--- config.mk ---
export PLATFORM = sky130hd
export DESIGN_NAME = sap_control_sequencer
export DESIGN_NICKNAME = d
export VERILOG_FILES = /design/src/rtl/sap_control_sequencer.sv
export SDC_FILE = /design/constraint.sdc
export NUM_CORES = 1
export LEC_CHECK = 0
export ABC_AREA = 1
export CAP_MARGIN = 20
export CORE_AREA = 2 2 47 49
export DETAILED_ROUTE_END_ITERATION = 10
export DIE_AREA = 0 0 49 51
export GPL_ROUTABILITY_DRIVEN = 1
export PLACE_DENSITY = 0.72
export SETUP_SLACK_MARGIN = 0.05
export SLEW_MARGIN = 20
export SYNTH_ARGS = -nofsm -noshare
export SYNTH_HDL_FRONTEND = slang
export SYNTH_SLANG_ARGS = --single-unit
--- constraint.sdc ---
create_clock -name clk -period 1.4 [get_ports clk]
set_clock_uncertainty 0.15 [all_clocks]
set_input_delay 0.14 -clock clk [delete_from_list [all_inputs] [get_ports clk]]
set_output_delay 0.14 -clock clk [all_outputs]
set_load 0.03 [all_outputs]
--- src/rtl/sap_control_sequencer.sv ---
// Microcoded control sequencer for the 8-bit bus computer: T-state counter,
// opcode decode to a 16-bit control word, latched ALU flags and halt latch.
module sap_control_sequencer #(
  parameter int OP_WIDTH   = 4,
  parameter int STEP_WIDTH = 3
) (
  input  logic                  clk,
  input  logic                  rst_n,
  input  logic                  run,
  input  logic [OP_WIDTH-1:0]   opcode,
  input  logic                  alu_zf,
  input  logic                  alu_cf,
  output logic [15:0]           ctrl,
  output logic [STEP_WIDTH-1:0] step,
  output logic                  zf_q,
  output logic                  cf_q,
  output logic                  halted
);

  localparam logic [15:0] HLT = 16'h8000, MI = 16'h4000, RI = 16'h2000, RO = 16'h1000;
  localparam logic [15:0] IO  = 16'h0800, II = 16'h0400, AI = 16'h0200, AO = 16'h0100;
  localparam logic [15:0] EO  = 16'h0080, SU = 16'h0040, BI = 16'h0020, OI = 16'h0010;
  localparam logic [15:0] CE  = 16'h0008, CO = 16'h0004, J  = 16'h0002, FI = 16'h0001;

  localparam logic [OP_WIDTH-1:0] OP_LDA = OP_WIDTH'(4'b0001);
  localparam logic [OP_WIDTH-1:0] OP_ADD = OP_WIDTH'(4'b0010);
  localparam logic [OP_WIDTH-1:0] OP_SUB = OP_WIDTH'(4'b0011);
  localparam logic [OP_WIDTH-1:0] OP_STA = OP_WIDTH'(4'b0100);
  localparam logic [OP_WIDTH-1:0] OP_LDI = OP_WIDTH'(4'b0101);
  localparam logic [OP_WIDTH-1:0] OP_JMP = OP_WIDTH'(4'b0110);
  localparam logic [OP_WIDTH-1:0] OP_JC  = OP_WIDTH'(4'b0111);
  localparam logic [OP_WIDTH-1:0] OP_JZ  = OP_WIDTH'(4'b1000);
  localparam logic [OP_WIDTH-1:0] OP_OUT = OP_WIDTH'(4'b1110);
  localparam logic [OP_WIDTH-1:0] OP_HLT = OP_WIDTH'(4'b1111);

  typedef enum logic [STEP_WIDTH-1:0] {
    T0 = STEP_WIDTH'(0), T1 = STEP_WIDTH'(1), T2 = STEP_WIDTH'(2),
    T3 = STEP_WIDTH'(3), T4 = STEP_WIDTH'(4)
  } tstate_e;

  tstate_e st;
  tstate_e last_st;

  assign step = st;

  always_comb begin
    last_st = T1;
    case (opcode)
      OP_LDI, OP_JMP, OP_JC, OP_JZ, OP_OUT, OP_HLT: last_st = T2;
      OP_LDA, OP_STA:                               last_st = T3;
      OP_ADD, OP_SUB:                               last_st = T4;
      default:                                      last_st = T1;
    endcase
  end

  always_comb begin
    ctrl = '0;
    if (halted) begin
      ctrl = HLT;
    end else if (run) begin
      case (st)
        T0: ctrl = CO | MI;
        T1: ctrl = RO | II | CE;
        T2: begin
          case (opcode)
            OP_LDA, OP_ADD, OP_SUB, OP_STA: ctrl = IO | MI;
            OP_LDI: ctrl = IO | AI;
            OP_JMP: ctrl = IO | J;
            OP_JC:  ctrl = cf_q ? (IO | J) : '0;
            OP_JZ:  ctrl = zf_q ? (IO | J) : '0;
            OP_OUT: ctrl = AO | OI;
            OP_HLT: ctrl = HLT;
            default: ctrl = '0;
          endcase
        end
        T3: begin
          case (opcode)
            OP_LDA:         ctrl = RO | AI;
            OP_ADD, OP_SUB: ctrl = RO | BI;
            OP_STA:         ctrl = AO | RI;
            default:        ctrl = '0;
          endcase
        end
        T4: begin
          case (opcode)
            OP_ADD:  ctrl = EO | AI | FI;
            OP_SUB:  ctrl = EO | AI | SU | FI;
            default: ctrl = '0;
          endcase
        end
        default: ctrl = '0;
      endcase
    end
  end

  always_ff @(posedge clk) begin
    if (!rst_n) begin
      st     <= T0;
      zf_q   <= 1'b0;
      cf_q   <= 1'b0;
      halted <= 1'b0;
    end else if (run && !halted) begin
      if (ctrl[0]) begin
        zf_q <= alu_zf;
        cf_q <= alu_cf;
      end
      if (ctrl[15]) halted <= 1'b1;
      // out-of-range encodings fall into the wrap branch and recover to T0
      if (st == last_st || st > T4) st <= T0;
      else                          st <= tstate_e'(st + STEP_WIDTH'(1));
    end
  end

endmodule
* Word level (Yosys, flattened, before mapping) *
Memories as Yosys holds them, arrays and structs flattened.
Cells that the tools add are included.

word-level totals
  register bits after elaboration = 6
  latch bits = 0
  memory bits (writable) = 0
  ROM bits = 48
  input bits = 9
  output and inout port bits = 22
  memories = 1

operators by class
  $add $sub $neg = 1
  multiply operators = 0
  divide/modulo/power cells = 0
  magnitude comparators = 1
  equality and inequality tests = 15
  shifts and indexed selects = 0
  multiplexer cells = 9
  bitwise gates (word level) = 0
  reduce and logical (&&, ||, !) cells = 8

memories
  name              depth  bits a word  rd ports  clocked after Yosys merged registers in  write ports  line  text
  (name not given)  16     3            1         0                                        0            48    case (opcode)

operator list
  kind                   count
  $pmux W16 S7           1
  $pmux W16 S5           1
  $pmux W14 S3           1
  $mux W16               2
  $mux W12               2
  $pmux W10 S2           1
  $eq A4 B3 Y1 const B   4
  $eq A4 B4 Y1 const B   3
  $eq A4 B2 Y1 const B   2
  $eq A3 B2 Y1 const B   2
  $eq A4 B1 Y1 const B   1
  $reduce_and A2 Y1      2
  $reduce_or A4 Y1       1
  $add A3 B1 Y3 const B  1
  $eq A3 B1 Y1 const B   1
  $eq A3 B3 Y1           1
  $eq A3 B3 Y1 const B   1
  $gt A3 B3 Y1 const B   1
  $logic_not A3 Y1       1
  $mux W3                1
  $reduce_or A2 Y1       1
  $logic_and A1 B1 Y1    1
  $logic_not A1 Y1       1
  $logic_or A1 B1 Y1     1

* Depth between registers and ports, before layout *
  word-level depth = 7
  mapped depth = 11
  gate-level depth less buffers = 10

* Least setup slack after synthesis *
Ideal clock, no wire load.

  kind = register -> output
  start = reg st[1], in the netlist step[1]
  end = out ctrl[8]
  data arrival time = 1.983 ns
  path slack = -0.873 ns
  stages on the path, launching flop included = 5
  path buffers = 0
  cells stage by stage = dfxtp_1 ha_1 nand2_1 nor3_1 or2_1

on the way
  longest elaborated chain between the ends = 4

ends and longest elaborated chain
  element                               line  text
  start: declaration                    41    tstate_e st;
  start signal: assignment              110   else st <= tstate_e'(st + STEP_WIDTH'(1));
  $eq A3 B3 Y1 (tied with other cells)  61    case (st)
  $pmux W16 S5 (*)                      61
  $mux W16 (*)                          60    end else if (run) begin
  $mux W16 (*)                          58    if (halted) begin
  end: declaration                      13    output logic [15:0] ctrl,

Every way passes the cells marked *; elsewhere a longest branch is shown, timed or not.

* Worst setup path after layout *
  start = reg st[0], in the netlist step[0]
  end = out ctrl[9]

The elaborated chain is that of the path after synthesis.

==> flow_metrics.tcl <==
set metrics [dict create \
    status "finished, violations left" \
    violations "negative setup slack" \
    ctsLongestPathBuffers 2 \
    antenna_cells 0 \
    syn-num-nets 130 \
    ys_seq_elements 6 \
    grt_pass1_wl_um 5844 \
    cp.arrival_ps 1680 \
    setup_violations 22 \
    yosys.area.top_type "dfxtp_1" \
    pin_count 31 \
    ant_nets 0 \
    clkTransAtPathRegs_ps 50 \
    synth.avg_cell_area_um2 6.083 \
    rr_startpoint "step[0]$_SDFFE_PN0P_" \
    path_cells "inv_6, ha_4, nand2_4, inv_4, a22oi_1, o21ai_1, nand2_1, nor2_1, buf_4" \
    cts_hold_buf 0 \
    r2r_end "halted$_SDFFE_PN0P_" \
    overflow 0 \
    num_vias 1303 \
    syn2layout_area_growth_pct 149.6 \
    fin_cells 223 \
    pwr_density_cell_nw_per_um2 480.0 \
    drv_slew 0 \
    p_leak_nw 0.7908 \
    yosysTopAreaCellShare_pct 17.02 \
    synthCells 116 \
    drt-total-wl_um 4678 \
    rsz0062_at_grt "yes" \
    cp-startpoint "step[0]$_SDFFE_PN0P_" \
    cts_tree "done" \
    synth_compound_area_share_pct 12.59 \
    drcViolationCount 0 \
    synth_mux_area_share_pct 0 \
    ys_warn_count 0 \
    crit_slowest_cell "dfxtp_4" \
    numPortBuffers 30 \
    criticalPathCategory "reg2out" \
    drive_gt1_share_pct 76.92 \
    die_y_um 51 \
    core-area_um2 2063 \
    hold_end "zf_q$_SDFFE_PN0P_" \
    chipWidth_um 49 \
    hp-start "rst_n" \
    peakVddDrop_mv 0.5522 \
    final_core_utilization_pct 85.39 \
    grt_use_total_pct 30.49 \
    worst_slew_pin_slew_ps 317.3 \
    final_nets 210 \
    fmax_ghz 0.5068 \
    row_count 17 \
    slew_headroom_pct 78.93 \
    htreeDepth 1 \
    grt_pass1_vias 1247 \
    initial_core_util_pct 34.20 \
    dr.pass1.iters 4 \
    avgRoutedWirePerCell_um 20.98 \
    finalHoldViolations 0 \
    synth_xor_area_share_pct 1.241 \
    viasPerCell 5.843 \
    whs_path_depth 3 \
    place_hpwl_um 2043 \
    drtIter0Drc 54 \
    setup_ws_ps -573.2 \
    gp_congestion 0.8727 \
    synthSimpleGateAreaFrac_pct 46.81 \
    dieArea_um2 2499 \
    maxCapViolations 0 \
    antenna_found_initial 0 \
    ctsRootBufferMaster "clkbuf_4" \
    power.total_w 0.0008456 \
    end_kind "output port" \
    clock_sinks 6 \
    place_ws_ps -504.3 \
    place_inst 208 \
    worst-path-max-fanout 4 \
    synth_area_leaders "dfxtp_1, nand2_1, ha_1, nand3_1, nor2_1" \
    max_stage_delay_ps 380 \
    cp_top_family "flip-flops" \
    fin_crit_ps 1973 \
    yosysSeqAreaShare_pct 17.02 \
    clk_latency_ps 240 \
    r2r_setup_slack_ps -370 \
    synthAdderAreaFrac_pct 8.865 \
    synth_cell_types 26 \
    cts_buffers 3 \
    whs_ps 412.0 \
    synth_top_family_by_area "simple AND/OR/NAND/NOR gates" \
    worstPathRequired_ps 1110 \
    min_path_type "in2reg" \
    r2r_cells 10 \
    post-route-period-util_pct 140.9 \
    synthesis.area_um2 705.7 \
    start_kind "flop" \
    cp_num_buf_inv 3 \
    grt_max_degree 8 \
]
==> final cells by class <==
type	count	area [µm²]
multi-input combinational	89	804.5
sequential	6	136.4
tap	28	35.03
fill	103	301.5
clock buffer	4	26.28
timing repair buffer	79	676.9
inverter	17	82.58
==> through the flow <==
| stage | area [µm²] | setup TNS (ps) |
|---|---|---|
| 2_1_floorplan | 783.3 | -4564 |
| 3_3_place_gp | 1323 | -8432 |
| 3_5_place_dp | 1323 | -9200 |
| 4_1_cts | 1577 | -5444 |
| 5_1_grt | 1762 | -8050 |
| 6_report | 1762 | -7473 |
==> cell usage in the layout, fill, tap and decap left out, types with 2 or more instances in the layout <==
cell and instances:
inv_2 6, ha_4 5, nand3_1 6, dfxtp_4 4, clkdlybuf4s50_1 3, buf_6 22
clkbuf_2 4, nand2_2 6, clkbuf_4 3, o21ai_2 4, nor3_4 4, nand2_4 4
dlygate4sd2_1 3, buf_4 47, nor2_1 4, nand3_2 6, nor2_2 5, o21ai_4 2
a21oi_2 6, inv_1 5, inv_4 4, nor2_4 7, nand2_1 18, nor3_2 4
==> power by group <==
group	internal [W]	switching (W)	leakage [nW]
logic	0.000210	0.000265	0.724
registers	0.000173	0.0000162	0.0522
clock network	0.000109	0.0000725	0.0150
==> logic make-up (layout without fill, tap and decap cells) <==
group,Yosys count,in the layout
adders and majority gates,5,5
and+or+nand+nor,67,67
DFF,6,6
AOI/OAI and AO/OA,16,16
xor gates and xnor gates,1,1
buffers and inverters,21,100
==> state kept, by name (all words and copies together), names as in the netlist <==
name / count
cf_q: 1
step: 3
zf_q: 1
halted: 1
==> worst max path at each step <==
stage / endpoint / slack [ps] / cells after the start
after floorplan: ctrl[6] / -390 / 6
after global placement: ctrl[9] / -510 / 9
after detailed placement: ctrl[8] / -500 / 7
after CTS: ctrl[14] / -380 / 8
after global routing: ctrl[9] / -570 / 9
final: ctrl[9] / -570 / 9
==> synthesized netlist by cell type <==
master	instances
a21oi_1	7
a22oi_1	1
buf_2	1
buf_4	2
buf_6	1
dfxtp_1	6
ha_1	5
inv_1	11
inv_2	6
nand2_1	26
nand2_2	2
nand3_1	11
nand3_2	1
nand4_1	1
nor2_1	12
nor2_2	3
nor2_4	1
nor3_1	5
nor3_2	3
nor4_2	1
o211ai_1	1
o21ai_0	1
o21ai_1	5
o21ai_2	1
or2_1	1
xor2_1	1
==> routing by layer <==
metal | vias to the layer above | routed length, µm | global-route usage, %
met5 | - | 0 | 0
met2 | 106 | 2259 | 58.45
met3 | 33 | 332 | 3.801
li1 | 532 | - | -
met4 | 0 | 267 | 19.05
met1 | 632 | 1817 | 31.49
==> worst min-delay path, delay by kind of cell <==
family | cells | cell delay (ps)
compound gates | 1 | 100
buf+inv | 1 | 480
simple gates | 1 | 50
==> what timing repair did <==
action | CTS | global route
setup buffers | 8 | 5
gates resized for setup | 54 | 53
setup endpoints to repair | 24 | 24
pin swaps | 16 | 14
cloned | 0 | 0
Note: power is estimated with default switching activity, not from simulation.
